`config.mk`:
```
export PLATFORM = sky130hd
export DESIGN_NAME = spi_slave
export DESIGN_NICKNAME = d
export VERILOG_FILES = /design/src/rtl/spi_pkg.sv /design/src/rtl/spi_edge_detect.sv /design/src/rtl/spi_slave.sv
export SDC_FILE = /design/constraint.sdc
export NUM_CORES = 1
export LEC_CHECK = 0
export CAP_MARGIN = 25
export CORE_MARGIN = 2
export CORE_UTILIZATION = 55
export CTS_CLUSTER_SIZE = 10
export DETAILED_ROUTE_END_ITERATION = 8
export PLACE_DENSITY = 0.77
export SKIP_LAST_GASP = 1
export SYNTH_ARGS = -nofsm -noshare
export SYNTH_HDL_FRONTEND = slang
export SYNTH_SLANG_ARGS = --single-unit
```
`constraint.sdc`:
```
create_clock -name clk -period 4.5 [get_ports clk]
set_input_delay 0.9 -clock clk [delete_from_list [all_inputs] [get_ports clk]]
set_output_delay 0.9 -clock clk [all_outputs]
set_load 0.02 [all_outputs]
```
`src/rtl/spi_pkg.sv`:
```
// Shared SPI definitions: default word length and slave FSM state encodings.
package spi_pkg;

    localparam int SPI_TRF_BIT_DEFAULT = 12;

    typedef logic [1:0] spi_state_t;

    localparam logic [1:0] IDLE  = 2'b00;
    localparam logic [1:0] SHIFT = 2'b01;
    localparam logic [1:0] DONE  = 2'b10;

endpackage

```
`src/rtl/spi_edge_detect.sv`:
```
// Optional two-flop synchroniser followed by a rise/fall detector on one line.
// With SPI_SLAVE_SYNC_EN defined the input passes through two flops before
// edge detection; otherwise it is used directly (master must share clk).
module spi_edge_detect #(
    parameter logic RST_VAL = 1'b0
) (
    input  logic clk,
    input  logic rst,
    input  logic d,
    output logic s,
    output logic rise,
    output logic fall
);

    logic prev_q;
    logic prev_d;

`ifdef SPI_SLAVE_SYNC_EN
    logic [1:0] sync_q;
    logic [1:0] sync_d;

    // Shift the raw input through the two synchroniser stages.
    always_comb begin
        sync_d = {sync_q[0], d};
    end

    // Synchroniser flops reset to the line's idle level.
    always_ff @(posedge clk or posedge rst) begin
        if (rst) sync_q <= {2{RST_VAL}};
        else     sync_q <= sync_d;
    end

    assign s = sync_q[1];
`else
    assign s = d;
`endif

    // Previous-value register feeding the edge compare.
    always_comb begin
        prev_d = s;
    end

    // Holds last cycle's level of the (synchronised) line.
    always_ff @(posedge clk or posedge rst) begin
        if (rst) prev_q <= RST_VAL;
        else     prev_q <= prev_d;
    end

    assign rise = ~prev_q &  s;
    assign fall =  prev_q & ~s;

endmodule

```
`src/rtl/spi_slave.sv`:
```
// SPI slave endpoint: samples mosi on sclk falling edges, drives miso on
// sclk rising edges, MSB first, one word per chip-select frame.
// Optional macro SPI_SLAVE_SYNC_EN inserts 2-flop synchronisers on sclk, cs
// and mosi for masters that do not share clk.
//
// state | meaning
// ------+-------------------------------------------------------------
// IDLE  | no frame; miso low, counters cleared, waiting for cs fall
// SHIFT | frame in progress; shifting tx on rise, rx on fall
// DONE  | word delivered; ignore trailing sclk edges until cs rises
module spi_slave
    import spi_pkg::*;
#(
    parameter int SPI_TRF_BIT = SPI_TRF_BIT_DEFAULT
) (
    input  logic                   clk,
    input  logic                   rst,
    input  logic                   sclk,
    input  logic                   cs,
    input  logic                   mosi,
    output logic                   miso,
    input  logic [SPI_TRF_BIT-1:0] tx_data,
    input  logic                   tx_valid,
    output logic                   tx_ready,
    output logic [SPI_TRF_BIT-1:0] rx_data,
    output logic                   rx_valid,
    output logic                   frame_err,
    output logic                   tx_underrun,
    output logic                   busy
);

    localparam logic [3:0] TRF_N    = 4'(SPI_TRF_BIT);
    localparam logic [3:0] TRF_LAST = 4'(SPI_TRF_BIT - 1);

    logic sclk_s, sclk_rise, sclk_fall;
    logic cs_s, cs_rise, cs_fall;
    logic mosi_s;
    logic settled;

    spi_edge_detect #(.RST_VAL(1'b0)) u_sclk_edge (
        .clk  (clk),
        .rst  (rst),
        .d    (sclk),
        .s    (sclk_s),
        .rise (sclk_rise),
        .fall (sclk_fall)
    );

    spi_edge_detect #(.RST_VAL(1'b1)) u_cs_edge (
        .clk  (clk),
        .rst  (rst),
        .d    (cs),
        .s    (cs_s),
        .rise (cs_rise),
        .fall (cs_fall)
    );

`ifdef SPI_SLAVE_SYNC_EN
    logic [1:0] mosi_sync_q;
    logic [1:0] mosi_sync_d;
    logic [1:0] settle_q;
    logic [1:0] settle_d;

    // mosi gets the same two-stage delay as sclk so data stays aligned to its edge;
    // settle tracks when the cs synchroniser has flushed its reset value.
    always_comb begin
        mosi_sync_d = {mosi_sync_q[0], mosi};
        settle_d    = {settle_q[0], 1'b1};
    end

    // mosi synchroniser and post-reset settle tracker.
    always_ff @(posedge clk or posedge rst) begin
        if (rst) begin
            mosi_sync_q <= 2'b00;
            settle_q    <= 2'b00;
        end else begin
            mosi_sync_q <= mosi_sync_d;
            settle_q    <= settle_d;
        end
    end

    assign mosi_s  = mosi_sync_q[1];
    assign settled = settle_q[1];
`else
    assign mosi_s  = mosi;
    assign settled = 1'b1;
`endif

    spi_state_t             state_q,       state_d;
    logic [3:0]             bit_cnt_q,     bit_cnt_d;
    logic [3:0]             tx_cnt_q,      tx_cnt_d;
    logic [SPI_TRF_BIT-1:0] rx_sr_q,       rx_sr_d;
    logic [SPI_TRF_BIT-1:0] tx_sr_q,       tx_sr_d;
    logic [SPI_TRF_BIT-1:0] tx_buf_q,      tx_buf_d;
    logic                   tx_full_q,     tx_full_d;
    logic [SPI_TRF_BIT-1:0] rx_data_q,     rx_data_d;
    logic                   rx_valid_q,    rx_valid_d;
    logic                   frame_err_q,   frame_err_d;
    logic                   tx_underrun_q, tx_underrun_d;
    logic                   miso_q,        miso_d;
    logic                   cs_armed_q,    cs_armed_d;
    logic                   frame_start;

    // A cs low that is already present when reset releases must not start a
    // frame, so cs falls only count once cs has been seen high after reset.
    assign frame_start = (state_q == IDLE) && cs_fall && cs_armed_q;

    // Next-state logic: TX buffer handshake plus the frame FSM.
    always_comb begin
        state_d       = state_q;
        bit_cnt_d     = bit_cnt_q;
        tx_cnt_d      = tx_cnt_q;
        rx_sr_d       = rx_sr_q;
        tx_sr_d       = tx_sr_q;
        tx_buf_d      = tx_buf_q;
        tx_full_d     = tx_full_q;
        rx_data_d     = rx_data_q;
        rx_valid_d    = 1'b0;
        frame_err_d   = 1'b0;
        tx_underrun_d = 1'b0;
        miso_d        = miso_q;
        cs_armed_d    = cs_armed_q | (cs_s & settled);

        // Frame start empties the buffer first, so a same-cycle load lands
        // in the buffer for the following frame.
        if (frame_start) begin
            tx_full_d = 1'b0;
        end
        if (tx_valid && !tx_full_q) begin
            tx_buf_d  = tx_data;
            tx_full_d = 1'b1;
        end

        case (state_q)
            IDLE: begin
                bit_cnt_d = 4'd0;
                tx_cnt_d  = 4'd0;
                miso_d    = 1'b0;
                if (frame_start) begin
                    tx_sr_d       = tx_full_q ? tx_buf_q : '0;
                    tx_underrun_d = ~tx_full_q;
                    rx_sr_d       = '0;
                    state_d       = SHIFT;
                end
            end
            SHIFT: begin
                if (cs_rise) begin
                    frame_err_d = 1'b1;
                    rx_sr_d     = '0;
                    tx_sr_d     = '0;
                    miso_d      = 1'b0;
                    state_d     = IDLE;
                end else begin
                    if (sclk_rise && (tx_cnt_q < TRF_N)) begin
                        miso_d   = tx_sr_q[SPI_TRF_BIT-1];
                        tx_sr_d  = {tx_sr_q[SPI_TRF_BIT-2:0], 1'b0};
                        tx_cnt_d = tx_cnt_q + 4'd1;
                    end
                    if (sclk_fall && (bit_cnt_q < TRF_N)) begin
                        rx_sr_d   = {rx_sr_q[SPI_TRF_BIT-2:0], mosi_s};
                        bit_cnt_d = bit_cnt_q + 4'd1;
                        // Deliver the word on the edge carrying the last bit
                        // so rx_valid lands one clk after that edge.
                        if (bit_cnt_q == TRF_LAST) begin
                            rx_data_d  = {rx_sr_q[SPI_TRF_BIT-2:0], mosi_s};
                            rx_valid_d = 1'b1;
                            state_d    = DONE;
                        end
                    end
                end
            end
            DONE: begin
                miso_d = 1'b0;
                if (cs_s && !sclk_s) begin
                    state_d = IDLE;
                end
            end
            default: begin
                state_d = IDLE;
                miso_d  = 1'b0;
            end
        endcase
    end

    // State and datapath registers.
    always_ff @(posedge clk or posedge rst) begin
        if (rst) begin
            state_q       <= IDLE;
            bit_cnt_q     <= 4'd0;
            tx_cnt_q      <= 4'd0;
            rx_sr_q       <= '0;
            tx_sr_q       <= '0;
            tx_buf_q      <= '0;
            tx_full_q     <= 1'b0;
            rx_data_q     <= '0;
            rx_valid_q    <= 1'b0;
            frame_err_q   <= 1'b0;
            tx_underrun_q <= 1'b0;
            miso_q        <= 1'b0;
            cs_armed_q    <= 1'b0;
        end else begin
            state_q       <= state_d;
            bit_cnt_q     <= bit_cnt_d;
            tx_cnt_q      <= tx_cnt_d;
            rx_sr_q       <= rx_sr_d;
            tx_sr_q       <= tx_sr_d;
            tx_buf_q      <= tx_buf_d;
            tx_full_q     <= tx_full_d;
            rx_data_q     <= rx_data_d;
            rx_valid_q    <= rx_valid_d;
            frame_err_q   <= frame_err_d;
            tx_underrun_q <= tx_underrun_d;
            miso_q        <= miso_d;
            cs_armed_q    <= cs_armed_d;
        end
    end

    assign miso        = miso_q;
    assign tx_ready    = ~tx_full_q;
    assign rx_data     = rx_data_q;
    assign rx_valid    = rx_valid_q;
    assign frame_err   = frame_err_q;
    assign tx_underrun = tx_underrun_q;
    assign busy        = (state_q == SHIFT) || (state_q == DONE);

endmodule

```
==> After elaboration in Yosys (flattened, before gate mapping) <==
Cells that the tools add are included.
{ "classes": {"addsub": 2, "n_lt_le_gt_ge": 2, "eq_ne": 11, "muxes": 34, "bitwise": 11, "reduce_logical": 18} }
{ "ops": {"columns": ["cell", "count"], "rows": [
  ["$mux 12", 4],
  ["$mux 11", 3],
  ["$pmux 12 s2", 1],
  ["$pmux 11 s2", 1],
  ["$mux 4", 4],
  ["$pmux 4 s2", 2],
  ["$mux 1", 13],
  ["$reduce_and 3->1", 4],
  ["$mux 2", 5],
  ["$ne 2x2->1 const B", 5],
  ["$ne 3x3->1 const B", 3],
  ["$add 4x1->4 const B", 2],
  ["$lt 4x4->1 const B", 2],
  ["$reduce_and 4->1", 2],
  ["$logic_and 1x1->1", 6],
  ["$not 1->1", 6],
  ["$pmux 2 s3", 1],
  ["$and 1x1->1", 4],
  ["$eq 4x4->1 const B", 1],
  ["$reduce_bool 2->1", 2],
  ["$eq 2x1->1 const B", 1],
  ["$eq 2x2->1 const B", 1],
  ["$logic_not 1->1", 2],
  ["$logic_not 2->1", 1],
  ["2 further kinds", 2]
]} }
{ "totals": {"reg_bits": 65, "in_bits": 18, "out_inout_bits": 18, "word_cells": 93} }

==> Logic depth before layout (Yosys ltp) <==
{ "depth": {"depth_word": 6, "ltp_mapped": 7, "mapped_depth_nobuf": 6} }

==> By module <==
A second synthesis with hierarchy kept.
{ "unflattened": {"cells_unflattened": 220, "area_unflattened_um2": 2860.2} }
{ "by_module_without_submodules": {"columns": ["module", "n_inst", "cells_per_inst", "area_per_inst_um2", "seq_area_each_um2"], "rows": [
  ["spi_slave", 1, 210, 2756.4, 1576.5],
  ["spi_edge_detect at u_cs_edge", 1, 5, 52.6, 26.3],
  ["spi_edge_detect at u_sclk_edge", 1, 5, 51.3, 25.0]
]} }

==> Worst setup path before layout <==
No wires, ideal clock.
{ "synth_path": {"path_type": "in2reg", "startpoint": "input cs", "endpoint": "register rx_data_q[0], in the netlist rx_data[0]", "setup_time_ps": 125, "arrival_time_ps": 1801, "required_ps": 4375, "slack_ps": 2574, "path_stages": 6, "n_path_buf": 2, "path_cell_list": "nand2b_1 buf_4 and2_4 nand2_4 buf_6 mux2_4"} }
{ "synth_via": {"elab_chain_cells": 3} }
{ "synth_lines": {"columns": ["element", "line_no", "text"], "rows": [
  ["start, declared", "spi_slave.sv:19", "input logic cs,"],
  ["$and 1x1->1", "spi_edge_detect.sv:49", "assign rise = ~prev_q & s;"],
  ["$not 1->1 (no line)", null, null],
  ["$reduce_and 4->1 (no line)", null, null],
  ["end signal, assigned", "spi_slave.sv:209", "rx_data_q <= rx_data_d;"],
  ["end, declared", "spi_slave.sv:96", "logic [SPI_TRF_BIT-1:0] rx_data_q, rx_data_d;"]
]} }
No other way between the ends.
A chain may end at the register's enable or synchronous reset.

==> Worst setup path after layout <==
{ "layout_path": {"startpoint": "register state_q[0]", "endpoint": "output busy"} }
{ "layout_via": {"elab_chain_cells": 2, "word_cells_on_any_way": 3, "classes_between": "eq/ne (2); reduce/logical (1)"} }
{ "layout_lines": {"columns": ["element", "line_no", "text"], "rows": [
  ["start, declared", "spi_slave.sv:89", "spi_state_t state_q, state_d;"],
  ["start signal, assigned", "spi_slave.sv:202", "state_q <= state_d;"],
  ["$eq 2x1->1 or $eq 2x2->1 (tied branches)", "spi_slave.sv:224", "assign busy = (state_q == SHIFT) || (state_q == DONE);"],
  ["$logic_or 1x1->1 (*)", "spi_slave.sv:224", null],
  ["end, declared", "spi_slave.sv:29", "output logic busy"]
]} }
Every way passes the cells marked *; elsewhere a longest branch is shown, timed or not.

==> impl_metrics.ini <==
[logic_synthesis]
syn-instance-count = 225
netlist_area_um2 = 2915
synth_ff_type = dfrtp_1
synth_cell_types = 41
synthTopCellsByArea = dfrtp_1 (55%), a2bb2oi_2 (5.2%), mux2_4 (4.6%), mux2_1 (4.6%), a22o_1 (3.3%)
yosysSeqAreaShare_pct = 55.84
yosysTopAreaCell = dfrtp_1
netlist.area_leader.share_pct = 54.94
ys_warn_count = 0
synth-edff-count = 0
ys_ff_latch = 65
syn-num-nets = 249
ys_async_sr_fraction_pct = 100.0
synth_area_per_cell_um2 = 12.96

[cells_and_area]
nets = 286
drive_gt1_share_pct = 19.48
antenna_cells = 0
final_util_pct = 68.81
stdcell_area_um2 = 3515
area_delta_synth_final_pct = 20.56

[sta]
hold_ws_ns = 0.4741
timing.setup.tns_ns = 0
worst_pin_slew_ns = 0.7377
relSlewSlack_pct = 50.75
timing.final.max_slew_violations = 0
finalCritPeriodShare_pct = 56.92
fmax_ghz = 0.3904
hold_violations = 0
setup_viol = 0
fin_crit_ns = 2.561
fin_skew_ns = 0.008926
rsz0062_at_grt = false

[outcome]
status = completed

[clock_tree]
clkTransAtPathRegs_ns = 0.07
cts_root_buffer = clkbuf_8
htree_levels = 3
postCtsSetupRepairBufs = 0
hold_buffers = 0
clk_latency_ns = 0.34
cts_buffers = 9
clock-sinks = 65
cts_tree = yes
cts_resized = 0
cts.path.max_buffers = 2

[drt]
drtIter0Drc = 159
routed_wl_um = 4787
postRouteAntennaNets = 0
viasPerCell = 5.368
wl_per_cell_um = 14.20
remaining_drc_errors = 0
vias = 1809
dr.pass1.iters = 4

[setup_path]
worstReg2RegStart = state_q[0]
crit_path_start = state_q[0]
rrSetupSlack_ns = 2.37
r2r-end = rx_sr_q[1]
crit_path_start_kind = flip-flop
cp_max_fo = 3
end_kind = primary output
reg2reg_depth = 6
cp.arrival_ns = 1.66
path_class = reg -> out
required_ns = 3.60

[floorplanning]
io_pins = 36
num_rows = 26
die_height_um = 76.81
die-area_um2 = 5899
die_x_um = 76.81
start_util_pct = 57.08
core_um2 = 5107

[hold_path]
hp-class = reg -> reg
hp-start = tx_full_q
min_path_cells = 1
hold_end = tx_underrun

[placed_design]
port_buffers = 35
placed_area_um2 = 3288
hpwl_um = 3308
place_congestion = 0.8206

[global_route]
first_global_vias = 1786
antenna_found_initial = 0
grt_max_degree = 38
grt_usage_pct = 18.22
grt_pass1_wl_um = 8404
grt_overflow = 0

[run]
maxCapViolations = 0

[pwr]
power_mw = 1.975
power.leakage_nw = 1.616
peakVddDrop_uv = 355.7
p_per_area_nw_per_um2 = 562.0
-- state kept, by name (all words and copies together), names as in the netlist --
| signal | flops |
|---|---|
| frame_err | 1 |
| miso | 1 |
| tx_cnt_q | 4 |
| cs_armed_q | 1 |
| rx_data | 12 |
| tx_buf_q | 12 |
| bit_cnt_q | 4 |
| u_cs_edge.prev_q | 1 |
| u_sclk_edge.prev_q | 1 |
| rx_valid | 1 |
| state_q | 2 |
| tx_full_q | 1 |
| tx_underrun | 1 |
| tx_sr_q | 12 |
| rx_sr_q | 11 |
-- where the power goes --
part           switching, mW  internal, mW
Clock                  0.222         0.311
Combinational          0.318         0.293
Sequential            0.0974         0.733
-- cells in the mapped netlist, types with 3 or more instances --
library cell  instances
buf_2                 4
dfrtp_1              64
nor2_1                6
ha_1                  6
a22o_1               11
o21ai_0              18
mux2i_1               3
mux2_4                9
mux2_2                4
a2bb2oi_2            10
inv_1                 8
nand4_1               3
buf_4                 3
mux2_1               12
nand2_1              12
nand3_1               3
a21oi_1              15
xor2_1                4
-- worst max-delay path by stage --
stage	endpoint	depth (start not counted)	slack, ns
2_1_floorplan	bit_cnt_q[0]	1	1.98
6_report	busy	3	1.94
3_3_place_gp	rx_sr_q[3]	5	1.68
4_1_cts	busy	3	1.92
5_1_grt	tx_sr_q[0]	5	1.83
3_5_place_dp	rx_sr_q[1]	5	1.65
-- layout by cell type (no fill, tap or decap), types with 3 or more instances in the layout --
master,n
clkbuf_8,9
dfrtp_1,64
a22o_1,11
mux2i_1,3
mux2_4,9
mux2_2,4
ha_1,6
mux2_1,12
xor2_1,4
a21oi_1,15
o21ai_0,18
nand4_1,3
nor2_1,6
nand2_1,12
nand3_1,3
a2bb2oi_2,10
inv_1,7
clkdlybuf4s50_1,35
-- logic make-up (layout without fill, tap and decap cells) --
family | count (synthesis) | count (layout) | synth area share [%]
flip-flops | 65 | 65 | 55.84
multiplexers | 28 | 28 | 11.85
buffers and inverters | 20 | 62 | 3.648
AO/OA/AOI/OAI | 64 | 64 | 17.25
AND/OR/NAND/NOR | 38 | 38 | 7.639
XOR/XNOR | 4 | 4 | 1.202
adder cells (fa/ha/maj) | 6 | 6 | 2.575
-- worst max-delay path, cell delays in order, from the launching register on --
cell and delay (ns):
dfrtp_1 0.36, inv_1 0.09, ha_1 0.28, clkdlybuf4s50_1 0.59
-- routing by layer --
| metal | vias up | wire (µm) | track usage (%) | share of wire, % |
|---|---|---|---|---|
| met4 | 0 | 61 | 10.00 | 1.3 |
| li1 | 881 | - | - | - |
| met5 | - | 0 | 0 | 0 |
| met1 | 882 | 2293 | 25.47 | 48 |
| met3 | 6 | 211 | 4.353 | 4.4 |
| met2 | 40 | 2220 | 26.23 | 46 |
-- area by class of cell --
| type | count | area, µm² |
|---|---|---|
| Timing Repair Buffer | 37 | 365.4 |
| Sequential cell | 65 | 1628 |
| Inverter | 9 | 33.78 |
| Multi-Input combinational cell | 140 | 1181 |
| Clock inverter | 7 | 95.09 |
| Fill cell | 380 | 1593 |
| Tap cell | 70 | 87.58 |
| Clock buffer | 9 | 123.9 |
-- through the flow --
stage                     std cells  setup WS [ns]
after CTS                       336          1.916
after detailed placement        320          1.647
after global routing            337          1.826
after floorplan                 225          1.975
after global placement          320          1.680
final                           337          1.939
No activity file was read; power rests on OpenSTA's default activity.
